===== config.mk =====
export PLATFORM = sky130hd
export DESIGN_NAME = csr_spike_spmv
export DESIGN_NICKNAME = d
export VERILOG_FILES = /design/src/rtl/csr_spike_spmv.sv
export SDC_FILE = /design/constraint.sdc
export NUM_CORES = 1
export LEC_CHECK = 0
export BUFFER_PORTS_ARGS = -buffer_cell sky130_fd_sc_hd__buf_2
export CAP_MARGIN = 20
export CELL_PAD_IN_SITES_DETAIL_PLACEMENT = 1
export CELL_PAD_IN_SITES_GLOBAL_PLACEMENT = 2
export CORE_AREA = 3 3 175 177
export DETAILED_ROUTE_END_ITERATION = 10
export DIE_AREA = 0 0 178 180
export GPL_ROUTABILITY_DRIVEN = 1
export GPL_TIMING_DRIVEN = 0
export PLACE_DENSITY = 0.81
export SLEW_MARGIN = 20
export SYNTH_ARGS = -nofsm -noshare
export SYNTH_HDL_FRONTEND = slang
export SYNTH_SLANG_ARGS = --single-unit

===== constraint.sdc =====
create_clock -name clk -period 9.09 [get_ports clk]
set_input_delay 0.4545 -clock clk [delete_from_list [all_inputs] [get_ports clk]]
set_output_delay 0.4545 -clock clk [all_outputs]
set_load 0.02 [all_outputs]

===== src/rtl/csr_spike_spmv.sv =====
// Sparse matrix x binary spike-vector engine.
// A matrix of up to MAX_NNZ (row, col, val) entries is streamed in once, then
// any number of spike vectors are applied; each vector yields N_ROWS
// saturated row sums on a backpressured output stream.
//
// state     | meaning
// ----------+---------------------------------------------------------
// S_LOAD    | accepting matrix entries until one arrives with csr_last
// S_READY   | matrix held; waiting for a spike vector or reload
// S_COMPUTE | walking the entry store, one entry per cycle
// S_OUTPUT  | presenting row results 0..N_ROWS-1 on the output stream
module csr_spike_spmv #(
   parameter int N_ROWS  = 4,
   parameter int N_COLS  = 4,
   parameter int MAX_NNZ = 16,
   parameter int VAL_W   = 8,
   parameter int OUT_W   = 8
) (
   input  logic                      clk,
   input  logic                      rst,
   input  logic                      csr_valid,
   output logic                      csr_ready,
   input  logic [$clog2(N_ROWS)-1:0] csr_row,
   input  logic [$clog2(N_COLS)-1:0] csr_col,
   input  logic [VAL_W-1:0]          csr_val,
   input  logic                      csr_last,
   input  logic                      reload,
   input  logic                      spk_valid,
   output logic                      spk_ready,
   input  logic [N_COLS-1:0]         spk_vec,
   output logic                      out_valid,
   input  logic                      out_ready,
   output logic [$clog2(N_ROWS)-1:0] out_row,
   output logic [OUT_W-1:0]          out_data,
   output logic                      out_sat,
   output logic                      out_last,
   output logic                      busy,
   output logic                      err_overflow,
   output logic                      err_range
);

   localparam int RW    = $clog2(N_ROWS);
   localparam int CW    = $clog2(N_COLS);
   localparam int NW    = $clog2(MAX_NNZ + 1);
   localparam int AW    = (MAX_NNZ > 1) ? $clog2(MAX_NNZ) : 1;
   localparam int DEPTH = 1 << AW;
   localparam logic [OUT_W-1:0] OUT_MAX = '1;

   typedef enum logic [1:0] {S_LOAD, S_READY, S_COMPUTE, S_OUTPUT} state_t;

   state_t              state_q, state_d;
   logic [NW-1:0]       nnz_q, nnz_d;
   logic [NW-1:0]       k_q, k_d;
   logic [RW-1:0]       e_row_q [DEPTH];
   logic [RW-1:0]       e_row_d [DEPTH];
   logic [CW-1:0]       e_col_q [DEPTH];
   logic [CW-1:0]       e_col_d [DEPTH];
   logic [VAL_W-1:0]    e_val_q [DEPTH];
   logic [VAL_W-1:0]    e_val_d [DEPTH];
   logic [N_COLS-1:0]   spk_q, spk_d;
   logic [OUT_W-1:0]    res_q [N_ROWS];
   logic [OUT_W-1:0]    res_d [N_ROWS];
   logic [N_ROWS-1:0]   sat_q, sat_d;
   logic [RW-1:0]       orow_q, orow_d;
   logic                err_ovf_q, err_ovf_d;
   logic                err_rng_q, err_rng_d;

   logic                row_bad, col_bad, store_full;
   logic [AW-1:0]       k_idx;
   logic [RW-1:0]       cur_row;
   logic [CW-1:0]       cur_col;
   logic [VAL_W-1:0]    cur_val;
   logic [OUT_W:0]      sum;
   logic                hit, clamp, last_k, last_row;

   // Range checks only exist when the index width can encode illegal values.
   if ((1 << RW) > N_ROWS) begin : g_row_chk
      assign row_bad = (32'(csr_row) >= N_ROWS);
   end else begin : g_row_nochk
      assign row_bad = 1'b0;
   end

   if ((1 << CW) > N_COLS) begin : g_col_chk
      assign col_bad = (32'(csr_col) >= N_COLS);
   end else begin : g_col_nochk
      assign col_bad = 1'b0;
   end

   // Current entry under the compute pointer and its saturating sum.
   always_comb begin
      store_full = (nnz_q == NW'(MAX_NNZ));
      k_idx      = k_q[AW-1:0];
      cur_row    = e_row_q[k_idx];
      cur_col    = e_col_q[k_idx];
      cur_val    = e_val_q[k_idx];
      hit        = (nnz_q != '0) && spk_q[cur_col];
      sum        = {1'b0, res_q[cur_row]} + (OUT_W + 1)'(cur_val);
      clamp      = sum[OUT_W];
      last_k     = (nnz_q == '0) || (k_q == nnz_q - NW'(1));
      last_row   = (32'(orow_q) == N_ROWS - 1);
   end

   // State and datapath registers.
   always_ff @(posedge clk or posedge rst) begin
      if (rst) begin
         state_q   <= S_LOAD;
         nnz_q     <= '0;
         k_q       <= '0;
         spk_q     <= '0;
         sat_q     <= '0;
         orow_q    <= '0;
         err_ovf_q <= 1'b0;
         err_rng_q <= 1'b0;
         for (int i = 0; i < DEPTH; i++) begin
            e_row_q[i] <= '0;
            e_col_q[i] <= '0;
            e_val_q[i] <= '0;
         end
         for (int i = 0; i < N_ROWS; i++) begin
            res_q[i] <= '0;
         end
      end else begin
         state_q   <= state_d;
         nnz_q     <= nnz_d;
         k_q       <= k_d;
         spk_q     <= spk_d;
         sat_q     <= sat_d;
         orow_q    <= orow_d;
         err_ovf_q <= err_ovf_d;
         err_rng_q <= err_rng_d;
         e_row_q   <= e_row_d;
         e_col_q   <= e_col_d;
         e_val_q   <= e_val_d;
         res_q     <= res_d;
      end
   end

   // Next-state logic; reload wins over a simultaneous spike in READY.
   always_comb begin
      state_d = state_q;
      unique case (state_q)
         S_LOAD:    if (csr_valid && csr_last) state_d = S_READY;
         S_READY: begin
            if (reload)         state_d = S_LOAD;
            else if (spk_valid) state_d = S_COMPUTE;
         end
         S_COMPUTE: if (last_k) state_d = S_OUTPUT;
         S_OUTPUT:  if (out_ready && last_row) state_d = S_READY;
         default:   state_d = S_LOAD;
      endcase
   end

   // Datapath updates: entry store, accumulation and output row pointer.
   always_comb begin
      nnz_d     = nnz_q;
      k_d       = k_q;
      spk_d     = spk_q;
      sat_d     = sat_q;
      orow_d    = orow_q;
      err_ovf_d = err_ovf_q;
      err_rng_d = err_rng_q;
      e_row_d   = e_row_q;
      e_col_d   = e_col_q;
      e_val_d   = e_val_q;
      res_d     = res_q;
      unique case (state_q)
         S_LOAD: begin
            if (csr_valid) begin
               if (row_bad || col_bad) err_rng_d = 1'b1;
               if (store_full)         err_ovf_d = 1'b1;
               if (!row_bad && !col_bad && !store_full) begin
                  e_row_d[nnz_q[AW-1:0]] = csr_row;
                  e_col_d[nnz_q[AW-1:0]] = csr_col;
                  e_val_d[nnz_q[AW-1:0]] = csr_val;
                  nnz_d                  = nnz_q + NW'(1);
               end
            end
         end
         S_READY: begin
            if (reload) begin
               nnz_d     = '0;
               err_ovf_d = 1'b0;
               err_rng_d = 1'b0;
            end else if (spk_valid) begin
               spk_d = spk_vec;
               sat_d = '0;
               k_d   = '0;
               for (int i = 0; i < N_ROWS; i++) begin
                  res_d[i] = '0;
               end
            end
         end
         S_COMPUTE: begin
            if (hit) begin
               res_d[cur_row] = clamp ? OUT_MAX : sum[OUT_W-1:0];
               if (clamp) sat_d[cur_row] = 1'b1;
            end
            k_d = k_q + NW'(1);
            if (last_k) orow_d = '0;
         end
         S_OUTPUT: begin
            if (out_ready) orow_d = last_row ? '0 : orow_q + RW'(1);
         end
         default: ;
      endcase
   end

   // Stream handshakes and status outputs decoded from state.
   always_comb begin
      csr_ready    = (state_q == S_LOAD);
      spk_ready    = (state_q == S_READY);
      out_valid    = (state_q == S_OUTPUT);
      busy         = (state_q == S_COMPUTE) || (state_q == S_OUTPUT);
      out_row      = orow_q;
      out_data     = res_q[orow_q];
      out_sat      = sat_q[orow_q];
      out_last     = (state_q == S_OUTPUT) && last_row;
      err_overflow = err_ovf_q;
      err_range    = err_rng_q;
   end

endmodule


## Yosys cells after proc, flatten, opt, wreduce, memory -nomap -nowiden

Cells that the tools add are included.

- Input port bits: 23
- Bits in registers: 247
- Bits in latches: 0
- Bits in read-only memories: 0
- Memories kept: 0
- Logic and storage cells: 186
- Memory bits (writable): 0

- Multiply operators: 0
- $lt $le $gt $ge: 10
- Shift-type cells: 0
- Reduce and logical (&&, ||, !) cells: 24
- Equal/unequal tests: 19
- Add/sub/neg operators: 5
- Mux-type cells: 62
- Div/mod/pow operators: 0
- Bitwise operators: 7

Operator list:

| cell | count |
|---|---|
| 128-bit bitwise mux | 1 |
| 32-bit bitwise mux | 3 |
| 32-bit two-way mux | 3 |
| 8-bit two-way mux | 9 |
| 32-bit one-hot mux with 2 select lines | 1 |
| 8-bit binary-select mux with 2-bit select | 2 |
| 8-bit binary-select mux with 4-bit select | 1 |
| 8-bit demux with 4-bit select | 1 |
| 2-bit two-way mux | 13 |
| 5-bit two-way mux | 5 |
| 5-bit one-hot mux with 2 select lines | 2 |
| 2-bit binary-select mux with 4-bit select | 2 |
| 8-bit demux with 2-bit select | 1 |
| 4-bit two-way mux | 4 |
| 2-bit inequality test (second input constant) | 8 |
| 4-bit AND reduction | 4 |
| 3-bit AND reduction | 4 |
| 5-bit by 1-bit adder with 5-bit output (second input constant) | 2 |
| 5-bit greater-or-equal comparator (second input constant) | 2 |
| 4-bit NOT with 5-bit output | 2 |
| 8-bit by 8-bit adder with 9-bit output | 1 |
| 2-bit by 3-bit less-than comparator with 1-bit output (second input constant) | 3 |
| 2-bit demux with 4-bit select | 1 |
| 2-bit by 1-bit inequality test with 1-bit output (second input constant) | 4 |
| other kinds (28) | 48 |

## Logic depth before layout (Yosys ltp)

- Depth after elaboration: 13
- Mapped depth: 16
- Depth with buffers taken out: 12

## Worst setup path after synthesis

OpenSTA, ideal clock, no wires.

- Kind: register to register
- Start: reg k_q[0]
- End: reg res_q[15] (netlist bit)
- Period minus slack after synthesis: 4400 ps
- Stages on the path, launching flop included: 16
- Arrival: 4252 ps
- Slack: 4690 ps
- Cells stage by stage: dfrtp_1 -> buf_6 -> buf_8 -> mux4_2 -> mux4_2 -> buf_2 -> mux4_2 -> ha_1 -> fa_1 -> a21o_1 -> a21oi_1 -> o21a_1 -> nand2_1 -> mux2_2 -> nor3_1 -> mux2i_1

- Cells in the longest elaborated chain, start to end: 13
- Elaborated cells on any way between the ends: 29
- Classes of those cells: add/sub (1); order compare (2); eq/ne (1); mux (20); bitwise (2); reduce/logical (3)

RTL lines:

| what | line | RTL |
|---|---|---|
| start, declared | 53 | `logic [NW-1:0] k_q, k_d;` |
| start signal, assigned | 125 | `k_q <= k_d;` |
| 4-bit NOT with 5-bit output (not written as such) (*) | 93, 94, 95 |  |
| 2-bit binary-select mux with 4-bit select | 93 | `cur_row = e_row_q[k_idx];` |
| 2-bit two-way mux (not written as such) (2 in a row) | 93 |  |
| 2-bit NOT with 3-bit output | 97, 195 |  |
| 8-bit binary-select mux with 2-bit select | 97 | `sum = {1'b0, res_q[cur_row]} + (OUT_W + 1)'(cur_val);` |
| 8-bit two-way mux (not written as such) (2 in a row) | 97 |  |
| 8-bit by 8-bit adder with 9-bit output | 97 |  |
| 8-bit two-way mux | 195 | `res_d[cur_row] = clamp ? OUT_MAX : sum[OUT_W-1:0];` |
| 32-bit bitwise mux | 195 |  |
| 32-bit two-way mux | 194 | `if (hit) begin` |
| 32-bit one-hot mux with 2 select lines | 166 | `unique case (state_q)` |
| end signal, assigned | 134 | `res_q <= res_d;` |
| end, declared | 61 | `logic [OUT_W-1:0] res_q [N_ROWS];` |

Every way passes the cells marked *; elsewhere a longest branch is shown, timed or not. The select of a mux whose other input is x is not followed.
A chain may end at the register's enable or synchronous reset.

## Worst setup path in the final report

- Start: reg k_q[0]
- End: reg res_q[23] (netlist bit)

Same word-level chain as after synthesis.

==> results.md <==
- Die Area: 32,000 um2
- Avg Cell Area, Syn: 14.2 um2
- Layout area overhead: 14.0%
- Clk sinks: 247
- Post-synth EDFFs: 0
- Post-synthesis cell type count: 49
- Diodes inserted: 0
- Core area: 29,400 um2
- Worst Path Max Fanout: 10
- Layout cells sized above 1: 0.393
- Global-route wire length before repair: 49.9 mm
- Vias in the first global route: slightly above 8,000
- Initial antenna violation count: 0
- CTS tree: yes
- CTS H-tree lvls: 1
- Leakage: roughly 6.5 nW
- Worst slew pin tran: 1.11 ns
- Mapped Area: 12,300 um2
- Vias per cell: 5.59
- Crit path required time: 9.48 ns
- Inst Count DP: 1,293
- Ys Warns: 0
- Critical Path End Type: register
- Gpl congestion: between 0.7 and 0.8
- Critical Path Source: k_q[0]
- Filler Cells Inserted: 2,964
- Pwr/cell area: around 260 nW/um2
- Gr usage total: 0.202
- Final nets: 977
- Rel. slew slack: 0.262
- Max Fclk: 0.185 GHz
- Hold-fix buffers at CTS: 0
- Post-DRT Antenna Nets: 0
- Flip-flop and latch area: slightly above 6000 um2
- Crit path time final: approximately 5.4 ns
- Drt first pass iters: 4
- Post-synthesis sequential area ratio: 0.504
- Logic pwr share: 0.315
- Die height: ~180 um
- CTS Buf Count: 28
- Sw Pwr: 1.21 mW
- DRT Wirelength: around 32 mm
- Clock Skews: 0.0180 ns
- Die W: 178 um
- Final critical-path share of the clock period: 0.593
- I/O pin total: 41
- Total number of vias: 7,507
- Min-Delay Path Class: input port to async pin
- Maxcap violations: 0
- Synth Register Bits: 247
- CTS clk-pin slew, worst paths: 0.06 ns
- Dominant synthesized flop cell: dfrtp_1
- Setup Fix Bufs, Post-CTS: 0
- Overflow after GRT: 0
- Cell internal pwr: 2.48 mW
- Drt wl/cell: 23.5 um
- Async SR Flop Fraction: 1.00
- Cells on worst reg2reg path: 14
- Final setup fails: 0
- Clock share of power: 0.315
- DR DRC count: 0
- CP Capture Point: res_q[23]
- PostCTS Resize Cnt: 0
- R2R Path End: res_q[23]
- Hold Slack: between 0.007 and 0.008 ns
- Switching Share: 0.328
- Detailed Place HPWL: 20.8 mm
- Syn Inst Count: 861
- Starting Density: 0.417
- Kind of critical path: register to register
- Syn nets: 905
- Run status: completed
- Fin. Hold Viols: 0
- R2R setup slack: 3.70 ns
- Critical path arrival: 5.78 ns
- Final std cells w/o fill: 1,342
- Pin count of the biggest net entering global routing: 87
- Clk_lat worst skew: about 0.56 ns
- Core Rows: 63
- Clock buffer depth: 3
- Worst Setup Start Kind: register
- Fin. max-slew vios: 0
- R2r startpoint: k_q[0]
- Initial DRC Count: 344
- IO buf count: 39
- Multi-input logic area: 5750 um2
- Max IR drop VDD: 0.171 mV
- RSZ-0062 raised after global routing: false
- Clock root cell: clkbuf_16
- Flop pwr share: 0.370
final cells by class:
type | instances | area share
flip-flops and latches | 247 | 0.442
inverters | 15 | 0.00456
plain buffers | 59 | 0.0203
clock buffers | 41 | 0.0579
multi-input cells | 540 | 0.411
repair buffers | 42 | 0.0190
clock inverters | 8 | 0.0100
well taps | 390 | 0.0349
metal layers:
layer	global-route usage	vias to the layer above	part of all wire
met5	0	-	0
met4	0.0396	0	0.017
met3	0.0239	38	0.038
met2	0.342	125	0.50
met1	0.281	4015	0.44
li1	-	3329	-
how the worst min path moves through the flow:
stage                   from          end  slack [ns]
finish                   rst   e_row_q[8]       0.007
global route             rst  e_row_q[24]        0.05
CTS                      rst  e_row_q[24]        0.02
detailed placement  sat_q[3]     sat_q[3]        0.48
global placement    sat_q[3]     sat_q[3]        0.48
floorplan           sat_q[2]     sat_q[2]        0.46
placed cells by master, fill, tap and decap left out, types with 14 or more instances in the layout:
master,count
mux2i_1,42
inv_1,14
mux4_2,67
buf_2,41
dfrtp_1,247
nand3_1,17
o21ai_0,16
mux2_2,201
clkbuf_16,28
clkbuf_1,37
nor2_1,16
ha_1,20
buf_1,19
nand2_1,64
power groups by stage:
stage / Combinational (mW) / Sequential, mW / Clock, mW
final: 1.17 / 1.37 / 1.16
after global routing: 1.28 / 1.39 / 1.23
after CTS: 1.18 / 1.36 / 1.19
after detailed placement: 1.17 / 1.38 / 0
after global placement: 1.14 / 1.37 / 0
after floorplan: 0.872 / 1.35 / 0
logic make-up after synthesis:
logic type | after synthesis | synth area share
compound gates | 56 | 0.0340
xor+xnor | 11 | 0.00785
fa+ha+maj | 21 | 0.0220
buf+inv | 74 | 0.0277
flops | 247 | 0.504
mux | 313 | 0.347
other cells | 1 | 0.000306
simple gates | 138 | 0.0572
stage by stage:
step | instance area [um2] | total power, mW | util | setup TNS (ns) | setup WS (ns)
after floorplan | 12300 | 2.22 | - | 0 | 1.85
after global placement | 12900 | 2.51 | 0.440 | -287.92 | -1.19
after detailed placement | 13000 | 2.55 | 0.443 | 0 | 3.57
after CTS | 14000 | 3.73 | 0.475 | 0 | 3.54
after global routing | 14000 | 3.89 | 0.476 | 0 | 3.20
final | 14000 | 3.69 | 0.476 | 0 | 3.70
cell usage after synthesis, types with 4 or more instances:
cell / instances / share of area
inv_1: 15 / 0.0046
nand4_1: 4 / 0.0020
nor3_1: 5 / 0.0020
ha_1: 20 / 0.020
and2_1: 4 / 0.0020
mux2_2: 201 / 0.18
nor2b_1: 8 / 0.0041
o21ai_0: 16 / 0.0065
xnor2_1: 8 / 0.0057
nand3_1: 17 / 0.0069
nor2_1: 16 / 0.0049
buf_6: 4 / 0.0037
a21oi_1: 8 / 0.0033
mux4_2: 67 / 0.12
dfrtp_1: 247 / 0.50
a32o_1: 6 / 0.0049
nand2b_1: 8 / 0.0041
nand2_1: 64 / 0.020
mux2i_1: 42 / 0.034
buf_1: 19 / 0.0058
nor4_4: 4 / 0.0069
clkbuf_1: 30 / 0.0092
a22o_1: 4 / 0.0029
state kept, by name (all words and copies together) (netlist names):
| signal | count |
|---|---|
| res_q | 32 |
| e_val_q | 128 |
| k_q | 5 |
| e_col_q | 32 |
| state_q | 2 |
| sat_q | 4 |
| err_overflow | 1 |
| spk_q | 4 |
| out_row | 2 |
| e_row_q | 32 |
| nnz_q | 5 |
worst max-delay path: stages, from the launching register on:
cell	delay, ns
dfrtp_1	0.49
buf_6	0.23
buf_8	0.21
buf_1	0.75
mux4_2	0.62
mux4_2	0.56
ha_1	0.26
fa_1	0.41
a21o_1	0.20
a21oi_1	0.29
o21a_1	0.20
nand2_1	0.06
mux2_2	0.26
nor3_1	0.49
mux2i_1	0.17
No activity file was read; power rests on OpenSTA's default activity.
